## config.mk

```make
export PLATFORM = sky130hd
export DESIGN_NAME = ps2_sensor_key_ctrl
export DESIGN_NICKNAME = d
export VERILOG_FILES = /design/src/rtl/ps2_pkg.sv /design/src/rtl/ps2_timeout_ctr.sv /design/src/rtl/ps2_sensor_key_ctrl.sv
export SDC_FILE = /design/constraint.sdc
export NUM_CORES = 1
export LEC_CHECK = 0
export ABC_AREA = 1
export BUFFER_PORTS_ARGS = -buffer_cell sky130_fd_sc_hd__clkbuf_2
export CORE_MARGIN = 4
export CORE_UTILIZATION = 34
export CTS_CLUSTER_DIAMETER = 80
export DETAILED_ROUTE_END_ITERATION = 8
export PLACE_DENSITY_LB_ADDON = 0.25
export SLEW_MARGIN = 10
export SYNTH_ARGS = -nofsm -noshare
export SYNTH_HDL_FRONTEND = slang
export SYNTH_SLANG_ARGS = --single-unit
```

## constraint.sdc

```tcl
create_clock -name CLK_clk_i -period 3.9 [get_ports CLK_clk_i]
set_input_delay 0.39 -clock CLK_clk_i [delete_from_list [all_inputs] [get_ports CLK_clk_i]]
set_output_delay 0.39 -clock CLK_clk_i [all_outputs]
set_load 0.005 [all_outputs]
```

## src/rtl/ps2_pkg.sv

```systemverilog
// ps2_pkg: shared scan codes and FSM state encoding for the PS/2 sensor key controller.
package ps2_pkg;
  localparam logic [7:0] SC_T     = 8'h2C;
  localparam logic [7:0] SC_H     = 8'h33;
  localparam logic [7:0] SC_A     = 8'h1C;
  localparam logic [7:0] SC_BREAK = 8'hF0;
  localparam logic [7:0] SC_EXT   = 8'hE0;
  typedef enum logic [1:0] {
    IDLE    = 2'd0,
    BRK     = 2'd1,
    EXT     = 2'd2,
    EXT_BRK = 2'd3
  } ps2_state_e;
endpackage

```

## src/rtl/ps2_timeout_ctr.sv

```systemverilog
// ps2_timeout_ctr: counts idle cycles while enabled; expired flags the last allowed cycle.
module ps2_timeout_ctr #(
  parameter int TIMEOUT_CYCLES = 2_500_000,
  parameter int CNT_W          = 22
) (
  input  logic CLK_clk_i,
  input  logic RST_rst_n_i,
  input  logic clear,
  input  logic enable,
  output logic expired
);
  logic [CNT_W-1:0] cnt;
  assign expired = enable && (cnt == CNT_W'(TIMEOUT_CYCLES - 1));
  always_ff @(posedge CLK_clk_i or negedge RST_rst_n_i)
    if (!RST_rst_n_i) cnt <= '0;
    else              cnt <= (clear || !enable) ? '0 : cnt + 1'b1;
endmodule

```

## src/rtl/ps2_sensor_key_ctrl.sv

```systemverilog
// ps2_sensor_key_ctrl: turns PS/2 make/break scan codes into held sensor-select levels.
module ps2_sensor_key_ctrl
  import ps2_pkg::*;
#(
  parameter int TIMEOUT_CYCLES = 2_500_000,
  parameter int CNT_W          = 22
) (
  input  logic       CLK_clk_i,
  input  logic       RST_rst_n_i,
  input  logic [7:0] rx_data_i,
  input  logic       rx_done_tick_i,
  input  logic       clr_err_i,
  output logic       Sensor_Temp_o,
  output logic       Sensor_Humo_o,
  output logic       key_evt_o,
  output logic       timeout_err_o
);
  ps2_state_e st, st_n;
  logic held_t, held_h, held_a, held_t_n, held_h_n, held_a_n;
  logic expired, to_hit;
  logic is_t, is_h, is_a;
  assign is_t = rx_data_i == SC_T;
  assign is_h = rx_data_i == SC_H;
  assign is_a = rx_data_i == SC_A;
  ps2_timeout_ctr #(.TIMEOUT_CYCLES(TIMEOUT_CYCLES), .CNT_W(CNT_W)) u_to (
    .CLK_clk_i  (CLK_clk_i),
    .RST_rst_n_i(RST_rst_n_i),
    .clear      (rx_done_tick_i || (st_n != st)),
    .enable     (st != IDLE),
    .expired    (expired)
  );
  // A byte arriving on the expiry cycle takes priority over the timeout.
  always_comb begin
    st_n     = st;
    held_t_n = held_t;
    held_h_n = held_h;
    held_a_n = held_a;
    to_hit   = 1'b0;
    if (rx_done_tick_i)
      case (st)
        IDLE: begin
          st_n     = (rx_data_i == SC_BREAK) ? BRK : (rx_data_i == SC_EXT) ? EXT : IDLE;
          held_t_n = held_t | is_t;
          held_h_n = held_h | is_h;
          held_a_n = held_a | is_a;
        end
        BRK: begin
          st_n     = IDLE;
          held_t_n = held_t & ~is_t;
          held_h_n = held_h & ~is_h;
          held_a_n = held_a & ~is_a;
        end
        EXT:     st_n = (rx_data_i == SC_BREAK) ? EXT_BRK : IDLE;
        EXT_BRK: st_n = IDLE;
      endcase
    else if (expired) begin
      st_n   = IDLE;
      to_hit = 1'b1;
    end
  end
  always_ff @(posedge CLK_clk_i or negedge RST_rst_n_i)
    if (!RST_rst_n_i) begin
      st            <= IDLE;
      held_t        <= 1'b0;
      held_h        <= 1'b0;
      held_a        <= 1'b0;
      Sensor_Temp_o <= 1'b0;
      Sensor_Humo_o <= 1'b0;
      key_evt_o     <= 1'b0;
      timeout_err_o <= 1'b0;
    end else begin
      st            <= st_n;
      held_t        <= held_t_n;
      held_h        <= held_h_n;
      held_a        <= held_a_n;
      Sensor_Temp_o <= held_t_n | held_a_n;
      Sensor_Humo_o <= held_h_n | held_a_n;
      key_evt_o     <= (~held_t & held_t_n) | (~held_h & held_h_n) | (~held_a & held_a_n);
      timeout_err_o <= to_hit | (timeout_err_o & ~clr_err_i);
    end
endmodule

```

# Word level (Yosys, flattened, before mapping)
# Index checks and enable logic that the tools add are counted.
dict set report word_totals {
  n_memories 0
  output_inout_bits 4
  ram_bits 0
  regBits 31
  latchBits 0
  romBits 0
  in_bits 12
}
dict set report op_classes {
  mux 15
  eq_ne 10
  n_lt_le_gt_ge 0
  shift 0
  n_mul 0
  n_bitwise 22
  n_div 0
  reduce_logical 7
  n_addsub 1
}
# operator n
set ops {}
lappend ops {{$add 22x1->22 const B} 1}
lappend ops {{$eq 22x22->1 const B} 1}
lappend ops {{$mux 22} 1}
lappend ops {{$eq 8x6->1 const B} 2}
lappend ops {{$eq 8x8->1 const B} 2}
lappend ops {{$mux 2} 5}
lappend ops {{$eq 8x5->1 const B} 1}
lappend ops {{$or 1x1->1} 8}
lappend ops {{$and 1x1->1} 7}
lappend ops {{$not 1->1} 7}
lappend ops {{$pmux 1 s2} 3}
lappend ops {{$pmux 2 s3} 1}
lappend ops {{$mux 1} 5}
lappend ops {{$eq 2x2->1 const B} 2}
lappend ops {{$eq 2x1->1 const B} 1}
lappend ops {{$logic_not 2->1} 1}
lappend ops {{$logic_or 1x1->1} 2}
lappend ops {{$ne 2x2->1} 1}
lappend ops {{$reduce_bool 2->1} 1}
lappend ops {{$reduce_or 2->1} 1}
lappend ops {{$logic_and 1x1->1} 1}
lappend ops {{$logic_not 1->1} 1}

# Logic depth before layout (Yosys ltp)
# Gate-level depths: netlist of the first run.
dict set report depth {
  depth_word 9
  mapped_depth 10
  depth_no_buf 9
}

# Cells and area by module
# From an unflattened synthesis of the first run, not the netlist that was laid out.
dict set report unflattened {
  cells_unflattened 252
  hier_area_um2 1878.1
}
# mod area_each_um2 n_inst cells_per_inst
set modules_own_cells {}
lappend modules_own_cells {ps2_timeout_ctr 1353.8 1 178}
lappend modules_own_cells {ps2_sensor_key_ctrl 524.3 1 74}

# Least setup slack after synthesis of the first run
# Ideal clock, no wire load.
dict set report synth_timing {
  path_type {reg-to-reg}
  from {register u_to.cnt[0]}
  to {register u_to.cnt[6]}
  setup_time_ns 0.121
  setup_slack_ns 2.314
  path_stages_with_launch 10
  required_time_ns 3.779
  arrival_ns 1.465
  path_cell_list {dfrtp_1 ha_1 nand3_1 nor2_1 nand3_1 nand2_1 nand3_1 nand2_2 buf_6 nor2_1}
}
dict set report synth_via {
  elab_chain_cells 8
}
# item line_no
set synth_rtl {}
lappend synth_rtl {{from (decl)} ps2_timeout_ctr.sv:12} ;# logic [CNT_W-1:0] cnt;
lappend synth_rtl {{from (signal assigned)} ps2_timeout_ctr.sv:16} ;# else cnt <= (clear || !enable) ? '0 : cnt + 1'b1;
lappend synth_rtl {{$eq 22x22->1} ps2_timeout_ctr.sv:13} ;# assign expired = enable && (cnt == CNT_W'(TIMEOUT_CYCLES - 1));
lappend synth_rtl {{$logic_and 1x1->1} ps2_timeout_ctr.sv:13}
lappend synth_rtl {{$mux 2} ps2_sensor_key_ctrl.sv:56} ;# else if (expired) begin
lappend synth_rtl {{$mux 2} ps2_sensor_key_ctrl.sv:39} ;# if (rx_done_tick_i)
lappend synth_rtl {{$ne 2x2->1} ps2_sensor_key_ctrl.sv:28} ;# .clear (rx_done_tick_i || (st_n != st)),
lappend synth_rtl {{$logic_or 1x1->1} ps2_sensor_key_ctrl.sv:28}
lappend synth_rtl {{$logic_or 1x1->1} ps2_timeout_ctr.sv:16}
lappend synth_rtl {{$mux 22 *} ps2_timeout_ctr.sv:16}
# Mark *: on every way between the ends. The rest lies on a longest branch, timed or not.

# Worst setup path after layout of the first run
# Same ends and word-level chain as after synthesis.

==> results of run 1 <==
[state kept, by name, indices dropped and copies added, names as in the netlist]
signal and flops:
held_a 1, st 2, key_evt_o 1, Sensor_Temp_o 1, u_to.cnt 22, Sensor_Humo_o 1, held_h 1, timeout_err_o 1
held_t 1
[synthesized netlist by cell type (2+ instances only)]
master,n,area (sq um)
sky130_fd_sc_hd__dfrtp_1,31,776
sky130_fd_sc_hd__nand4_1,8,50.1
sky130_fd_sc_hd__inv_1,35,131
sky130_fd_sc_hd__nor2_2,2,12.5
sky130_fd_sc_hd__buf_6,2,22.5
sky130_fd_sc_hd__xnor2_1,2,17.5
sky130_fd_sc_hd__nand2_1,65,244
sky130_fd_sc_hd__xor2_1,10,87.6
sky130_fd_sc_hd__a21oi_1,2,10.0
sky130_fd_sc_hd__nor2_1,60,225
sky130_fd_sc_hd__nor3_1,8,40.0
sky130_fd_sc_hd__nand3_1,17,85.1
sky130_fd_sc_hd__o21ai_0,3,15.0
[metrics by stage]
step / setup slack, ps / utilization, % / instances
2_1_floorplan: 2310 / - / 254
3_3_place_gp: 2020 / 37.7 / 337
3_5_place_dp: 1930 / 37.7 / 337
4_1_cts: 1920 / 39.4 / 345
5_1_grt: 1700 / 39.4 / 345
6_report: 1920 / 39.4 / 345
[layout make-up]
type / instances / share of cell area (%)
multi-input cells: 185 / 42.4
flip-flops and latches: 31 / 38.6
inverters: 36 / 6.72
well taps: 70 / 4.36
repair buffers: 15 / 3.73
clock buffers: 6 / 3.61
clock inverters: 2 / 0.622
[cell families (layout without fill, tap and decap cells)]
kind of cell / Yosys count / count (layout) / synth area share (%)
compound gates: 8 / 8 / 2.66
xor+xnor: 12 / 12 / 5.89
fa+ha+maj: 1 / 1 / 0.701
buf+inv: 38 / 59 / 8.83
flops: 31 / 31 / 43.4
simple gates: 164 / 164 / 38.5
[layer usage]
metal  part of all wire, %  track usage [%]  routed length [microns]
met5                     0                0                        0
met4                   1.5             4.05                       53
met3                   4.5             3.70                      164
met2                    44             20.1                     1600
met1                    50             17.8                     1820
[report_power, final]
part           internal [mW]  total (mW)  switching, mW
logic                 0.0162      0.0474         0.0311
registers              0.329       0.334        0.00449
clock network          0.125       0.244          0.119
[how the worst min path moves through the flow]
stage / startpoint / slack [ps] / end
global route: RST_rst_n_i / 250 / u_to.cnt[17]$_DFF_PN0_
global placement: held_a$_DFF_PN0_ / 480 / key_evt_o$_DFF_PN0_
floorplan: RST_rst_n_i / 90 / Sensor_Humo_o$_DFF_PN0_
finish: RST_rst_n_i / 180 / u_to.cnt[19]$_DFF_PN0_
detailed placement: held_a$_DFF_PN0_ / 470 / key_evt_o$_DFF_PN0_
CTS: RST_rst_n_i / 210 / u_to.cnt[17]$_DFF_PN0_
==> reports/qor.csv, run 1 <==
metric,value,unit
finalClockSkew,6.39,ps
net_count_of_the_mapped_netlist,267,
htreeDepth,2,
wl,3650,microns
timing.setup.tns,0,ps
globalplace.congestion,0.811,
timing.critical_path.max_delay_family,simple AND/OR/NAND/NOR gates,
crit_buf_inv,0,
synth.avg_cell_area,7.03,sq um
residual_drc,0,
synth-edff-count,0,
place_area,1930,sq um
post-route-min-period,1980,ps
final_layout_size_suffix_gt1_share,10.2,%
timing.critical_path.mode_cell,sky130_fd_sc_hd__nand3_1,
reg2regPathDepth,8,
synth_cell_types,22,
synth.yosys.seq_area_share,43.4,%
critical_path.reg2reg.startpoint,u_to.cnt[0]$_DFF_PN0_,
async_reset_ff_share,100,%
drt_first_iter_violations,61,
die_h,80.5,microns
final_nets,287,
startpoint_type,flop,
max-vdd-ir-drop,122,uV
layout.cells.most_common_list,"sky130_fd_sc_hd__nand2_1, sky130_fd_sc_hd__nor2_1, sky130_fd_sc_hd__inv_1, sky130_fd_sc_hd__dfrtp_1, sky130_fd_sc_hd__nand3_1",
number_of_antenna_violations_at_the_first_check_in_global_routing,0,
placement_rows,26,
power_density_over_cell_area,311,nW/um^2
drt_pass1_iterations,5,
vias_per_cell,4.51,
reg_area,776,sq um
overall_global_routing_resource_usage,13.1,%
cts_buffer_depth,2,
clkSinkCount,31,
post-cts-setup-buffers,0,
fp.dieW,80.5,microns
timing.critical_path.from,u_to.cnt[0]$_DFF_PN0_,
clock-root-buffer,sky130_fd_sc_hd__clkbuf_8,
clk_latency,280,ps
overall_power_consumption,0.625,mW
num_antenna_cells,0,
worst-path-stages,8,
end_kind,flop,
timing.critical_path.to,u_to.cnt[6]$_DFF_PN0_,
final.period_utilization,50.8,%
finalSetupViolCount,0,
maxSlewHeadroom,48.0,%
worst_setup_slack_for_register_to_register_paths,1920,ps
numCtsBuffers,5,
r2r_end,u_to.cnt[6]$_DFF_PN0_,
grt_max_degree,32,
dieArea,6470,sq um
multiInputGateArea,852,sq um
critPathRequiredTime,4050,ps
areaGrowthSynthToFinish,12.6,%
worst_setup_hold_path_clk_slew,70,ps
routed-via-count,1555,
cts_tree,built,
final_area,2010,sq um
cellLeakagePower,0.890,nW
hpwlAfterDp,2870,microns
outcome,"finished, final reports clean",
grt_first_pass_wirelength,6530,microns
gate_count_post_synth,254,
synth_warnings,0,
synth_flop_cell,sky130_fd_sc_hd__dfrtp_1,
rsz0062_at_grt,false,
globalRouteOverflowTotal,0,
routedWlPerCell,10.6,microns
worst_hold_slack,176,ps
cts_hold_buffers,0,
fillerInstances,547,
port-buffer-count,15,
drv.max_cap_violation_count,0,
mostFrequentLayoutCell,sky130_fd_sc_hd__nand2_1,
critical_path_arrival,2130,ps
coreArea,5110,sq um
max_freq,505,MHz
final_hold_viol_count,0,
floorplan.initialDensity,35.0,%
route.antenna.remaining_nets,0,
synth_seq_cells,31,
worst_slew_pin_slew,780,ps
slew_viol_final,0,
io-pin-count,16,
critical_path.max_fanout,22,
worstHoldPathType,in -> async,
critical_path.max_stage_delay,450,ps
syn-cell-area,1790,sq um
path_cells,ha_1 > nand3_1 > nor2_1 > nand3_1 > nand2_1 > nand3_1 > nand2_2 > nor2_1,
critPathSlowestCell,sky130_fd_sc_hd__dfrtp_1,
timing.setup.critical_path_class,reg -> reg,
postCtsResizedCells,0,
first_global_vias,1495,
Power figures use the tool's default switching activity.
==> inputs of run 2 (changes only) <==
--- a/config.mk
+++ b/config.mk
@@ -5,7 +5,7 @@
 export SDC_FILE = /design/constraint.sdc
 export NUM_CORES = 1
 export LEC_CHECK = 0
-export ABC_AREA = 1
+export ABC_AREA = 0
 export BUFFER_PORTS_ARGS = -buffer_cell sky130_fd_sc_hd__clkbuf_2
 export CORE_MARGIN = 4
 export CORE_UTILIZATION = 34
==> constraint.sdc (replaced) <==
create_clock -name CLK_clk_i -period 1.6 [get_ports CLK_clk_i]
set_input_delay 0.16 -clock CLK_clk_i [delete_from_list [all_inputs] [get_ports CLK_clk_i]]
set_output_delay 0.16 -clock CLK_clk_i [all_outputs]
set_load 0.005 [all_outputs]
==> reports/qor.csv, run 2 <==
metric,value,unit
outcome,finished with violations,
violations,negative setup slack,
yosysTopAreaCell,sky130_fd_sc_hd__dfrtp_1,
first_global_vias,1512,
main_combinational_cell_family_by_area_after_synthesis,simple AND/OR/NAND/NOR gates,
cts_buffer_depth,2,
mostFrequentLayoutCell,sky130_fd_sc_hd__buf_4,
final_layout_size_suffix_gt1_share,38.5,%
final.period_utilization,114,%
async_reset_ff_share,100,%
wl,4090,microns
globalRouteOverflowTotal,0,
routed-via-count,1479,
drt_pass1_iterations,4,
fp.dieW,76.5,microns
num_antenna_cells,0,
worst_hold_slack,59.4,ps
synth-edff-count,0,
detailedPlace.worstSlack,-285,ps
cts_tree,built,
finalSetupViolCount,25,
drt_first_iter_violations,74,
clk_latency,280,ps
clock-root-buffer,sky130_fd_sc_hd__clkbuf_8,
synth.area.mux_share,1.88,%
critPathRequiredTime,1760,ps
largest_reg_flops,22,
synth_seq_cells,31,
r2r_end,u_to.cnt[11]$_DFF_PN0_,
coreArea,4440,sq um
worst_slew_pin_slew,472,ps
yosys.area.top_type_share,48.7,%
floorplan.initialDensity,35.9,%
overall_power_consumption,1.66,mW
synth_top_area_cells,"sky130_fd_sc_hd__dfrtp_1, sky130_fd_sc_hd__nor2_1, sky130_fd_sc_hd__xnor2_1",
synth.top_cells.by_count,"sky130_fd_sc_hd__dfrtp_1, sky130_fd_sc_hd__nor2_1, sky130_fd_sc_hd__a21oi_1, sky130_fd_sc_hd__nand2_1, sky130_fd_sc_hd__xnor2_1",
path_cells,or4_4 > nor3_4 > buf_6 > a211o_4 > clkbuf_16 > a21oi_1,
numCtsBuffers,5,
overall_global_routing_resource_usage,14.5,%
hold_path.startpoint,clr_err_i,
synth_warnings,0,
maxSlewHeadroom,68.1,%
globalplace.congestion,0.786,
hpwlAfterDp,2900,microns
critPathSlowestCell,sky130_fd_sc_hd__or4_4,
die_h,76.5,microns
layout.cells.most_common_list,"sky130_fd_sc_hd__buf_4, sky130_fd_sc_hd__dfrtp_1, sky130_fd_sc_hd__nor2_1, sky130_fd_sc_hd__clkbuf_2",
power_density_over_cell_area,731,nW/um^2
synth_flop_cell,sky130_fd_sc_hd__dfrtp_1,
synthAdderAreaFrac,0.785,%
post-route-min-period,1820,ps
port-buffer-count,15,
io-pin-count,16,
synth.avg_cell_area,9.72,sq um
switching_share,20.7,%
rsz0062_at_grt,true,
layout.cells.non_filler,273,
final_nets,233,
gate_count_post_synth,164,
switching_power,0.343,mW
max_freq,550,MHz
net_count_of_the_mapped_netlist,177,
reg.largest.list,"u_to.cnt: 22 flops, st: 2 flops",
drv.max_cap_violation_count,0,
worstHoldPathType,in -> reg,
finalClockSkew,9.54,ps
power.sequential.fraction,47.4,%
vias_per_cell,5.42,
critical_path.max_stage_delay,540,ps
internal_power,1.31,mW
end_kind,flop,
synth_most_common_cell,sky130_fd_sc_hd__dfrtp_1,
comb_power_share,3.9,%
post_synth_xor_area_fraction,6.04,%
timing.setup.tns,-4750,ps
worst_hold_path.endpoint,timeout_err_o$_DFF_PN0_,
final_hold_viol_count,0,
residual_drc,0,
power.share.clock,48.8,%
regMostFlops,u_to.cnt,
grt_max_degree,23,
syn-cell-area,1590,sq um
worst_setup_hold_path_clk_slew,70,ps
hold_depth,2,
max-vdd-ir-drop,396,uV
final.setup.worst_slack,-219,ps
slew_viol_final,0,
cellLeakagePower,0.954,nW
dp.cells,262,
critical_path_arrival,1980,ps
critical_path.max_fanout,11,
startpoint_type,flop,
timing.setup.critical_path_class,reg -> reg,
synth.yosys.seq_area_share,48.7,%
route.antenna.remaining_nets,0,
clkSinkCount,31,
synth_cell_types,40,
dieArea,5850,sq um
reg2regPathDepth,6,
critical_path.reg2reg.startpoint,u_to.cnt[6]$_DFF_PN0_,
htreeDepth,2,
areaGrowthSynthToFinish,42.0,%
placement_rows,24,
routedWlPerCell,15.0,microns
synth_simple_gate_area_share,27.6,%
grt_first_pass_wirelength,6810,microns
worst_setup_slack_for_register_to_register_paths,-220,ps
synth_compound_gate_area_share,11.0,%
number_of_antenna_violations_at_the_first_check_in_global_routing,0,
run 2: logic make-up (layout without fill, tap and decap cells):
kind of cell             Yosys count  count (layout)
AO/OA/AOI/OAI                     28              28
AND/OR/NAND/NOR                   77              77
flip-flops                        31              31
multiplexers                       3               3
buffers and inverters             13              70
adder cells (fa/ha/maj)            1               1
XOR/XNOR                          11              11
run 2: layout make-up:
class                      instances  area [sq um]
tap                               52          65.1
multi-input combinational        120           868
sequential                        31           778
inverter                           8          30.0
timing repair buffer              54           404
fill                             412          2180
clock buffer                       6          82.6
clock inverter                     2          35.0
run 2: worst max-delay path by stage:
stage,startpoint,end,slack (ps)
floorplan,u_to.cnt[0]$_DFF_PN0_,u_to.cnt[18]$_DFF_PN0_,-110
global placement,u_to.cnt[6]$_DFF_PN0_,u_to.cnt[19]$_DFF_PN0_,-250
detailed placement,u_to.cnt[6]$_DFF_PN0_,u_to.cnt[2]$_DFF_PN0_,-290
CTS,u_to.cnt[6]$_DFF_PN0_,u_to.cnt[13]$_DFF_PN0_,-200
global route,u_to.cnt[6]$_DFF_PN0_,u_to.cnt[20]$_DFF_PN0_,-290
finish,u_to.cnt[6]$_DFF_PN0_,u_to.cnt[11]$_DFF_PN0_,-220
run 2: power groups by stage:
stage,registers [mW],logic [mW],clock network (mW)
after global placement,0.799,0.0546,0
after floorplan,0.799,0.0138,0
after global routing,0.784,0.0721,0.863
final,0.784,0.0640,0.807
after detailed placement,0.799,0.0591,0
after CTS,0.784,0.0625,0.831
run 2: per-stage QoR:
step | util (%) | cell area (sq um)
after floorplan | - | 1660
after global placement | 45.8 | 2040
after detailed placement | 45.8 | 2040
after CTS | 49.2 | 2190
after global routing | 50.9 | 2260
final | 50.9 | 2260
run 2: repair_timing:
item / in CTS / in global routing
endpoints found under the hold margin: 14 / 0
buffers inserted: 0 / 1
cloned: 0 / 1
pin swaps: 3 / 2
hold buffers: 1 / 0
gates resized for setup: 6 / 9
endpoints found under the setup margin: 26 / 26
run 2: critical path, delay by kind of cell (launching register included):
family / cells / cell delay (ps)
buffers and inverters: 2 / 300
AOI/OAI and AO/OA: 2 / 200
DFF: 1 / 410
and+or+nand+nor: 2 / 790
run 2: layer usage:
layer	track usage, %	wire (microns)	vias to the layer above
met4	7.07	102	0
met1	16.6	1850	727
met2	24.5	1950	35
li1	-	-	707
met3	4.61	186	10
met5	0	0	-
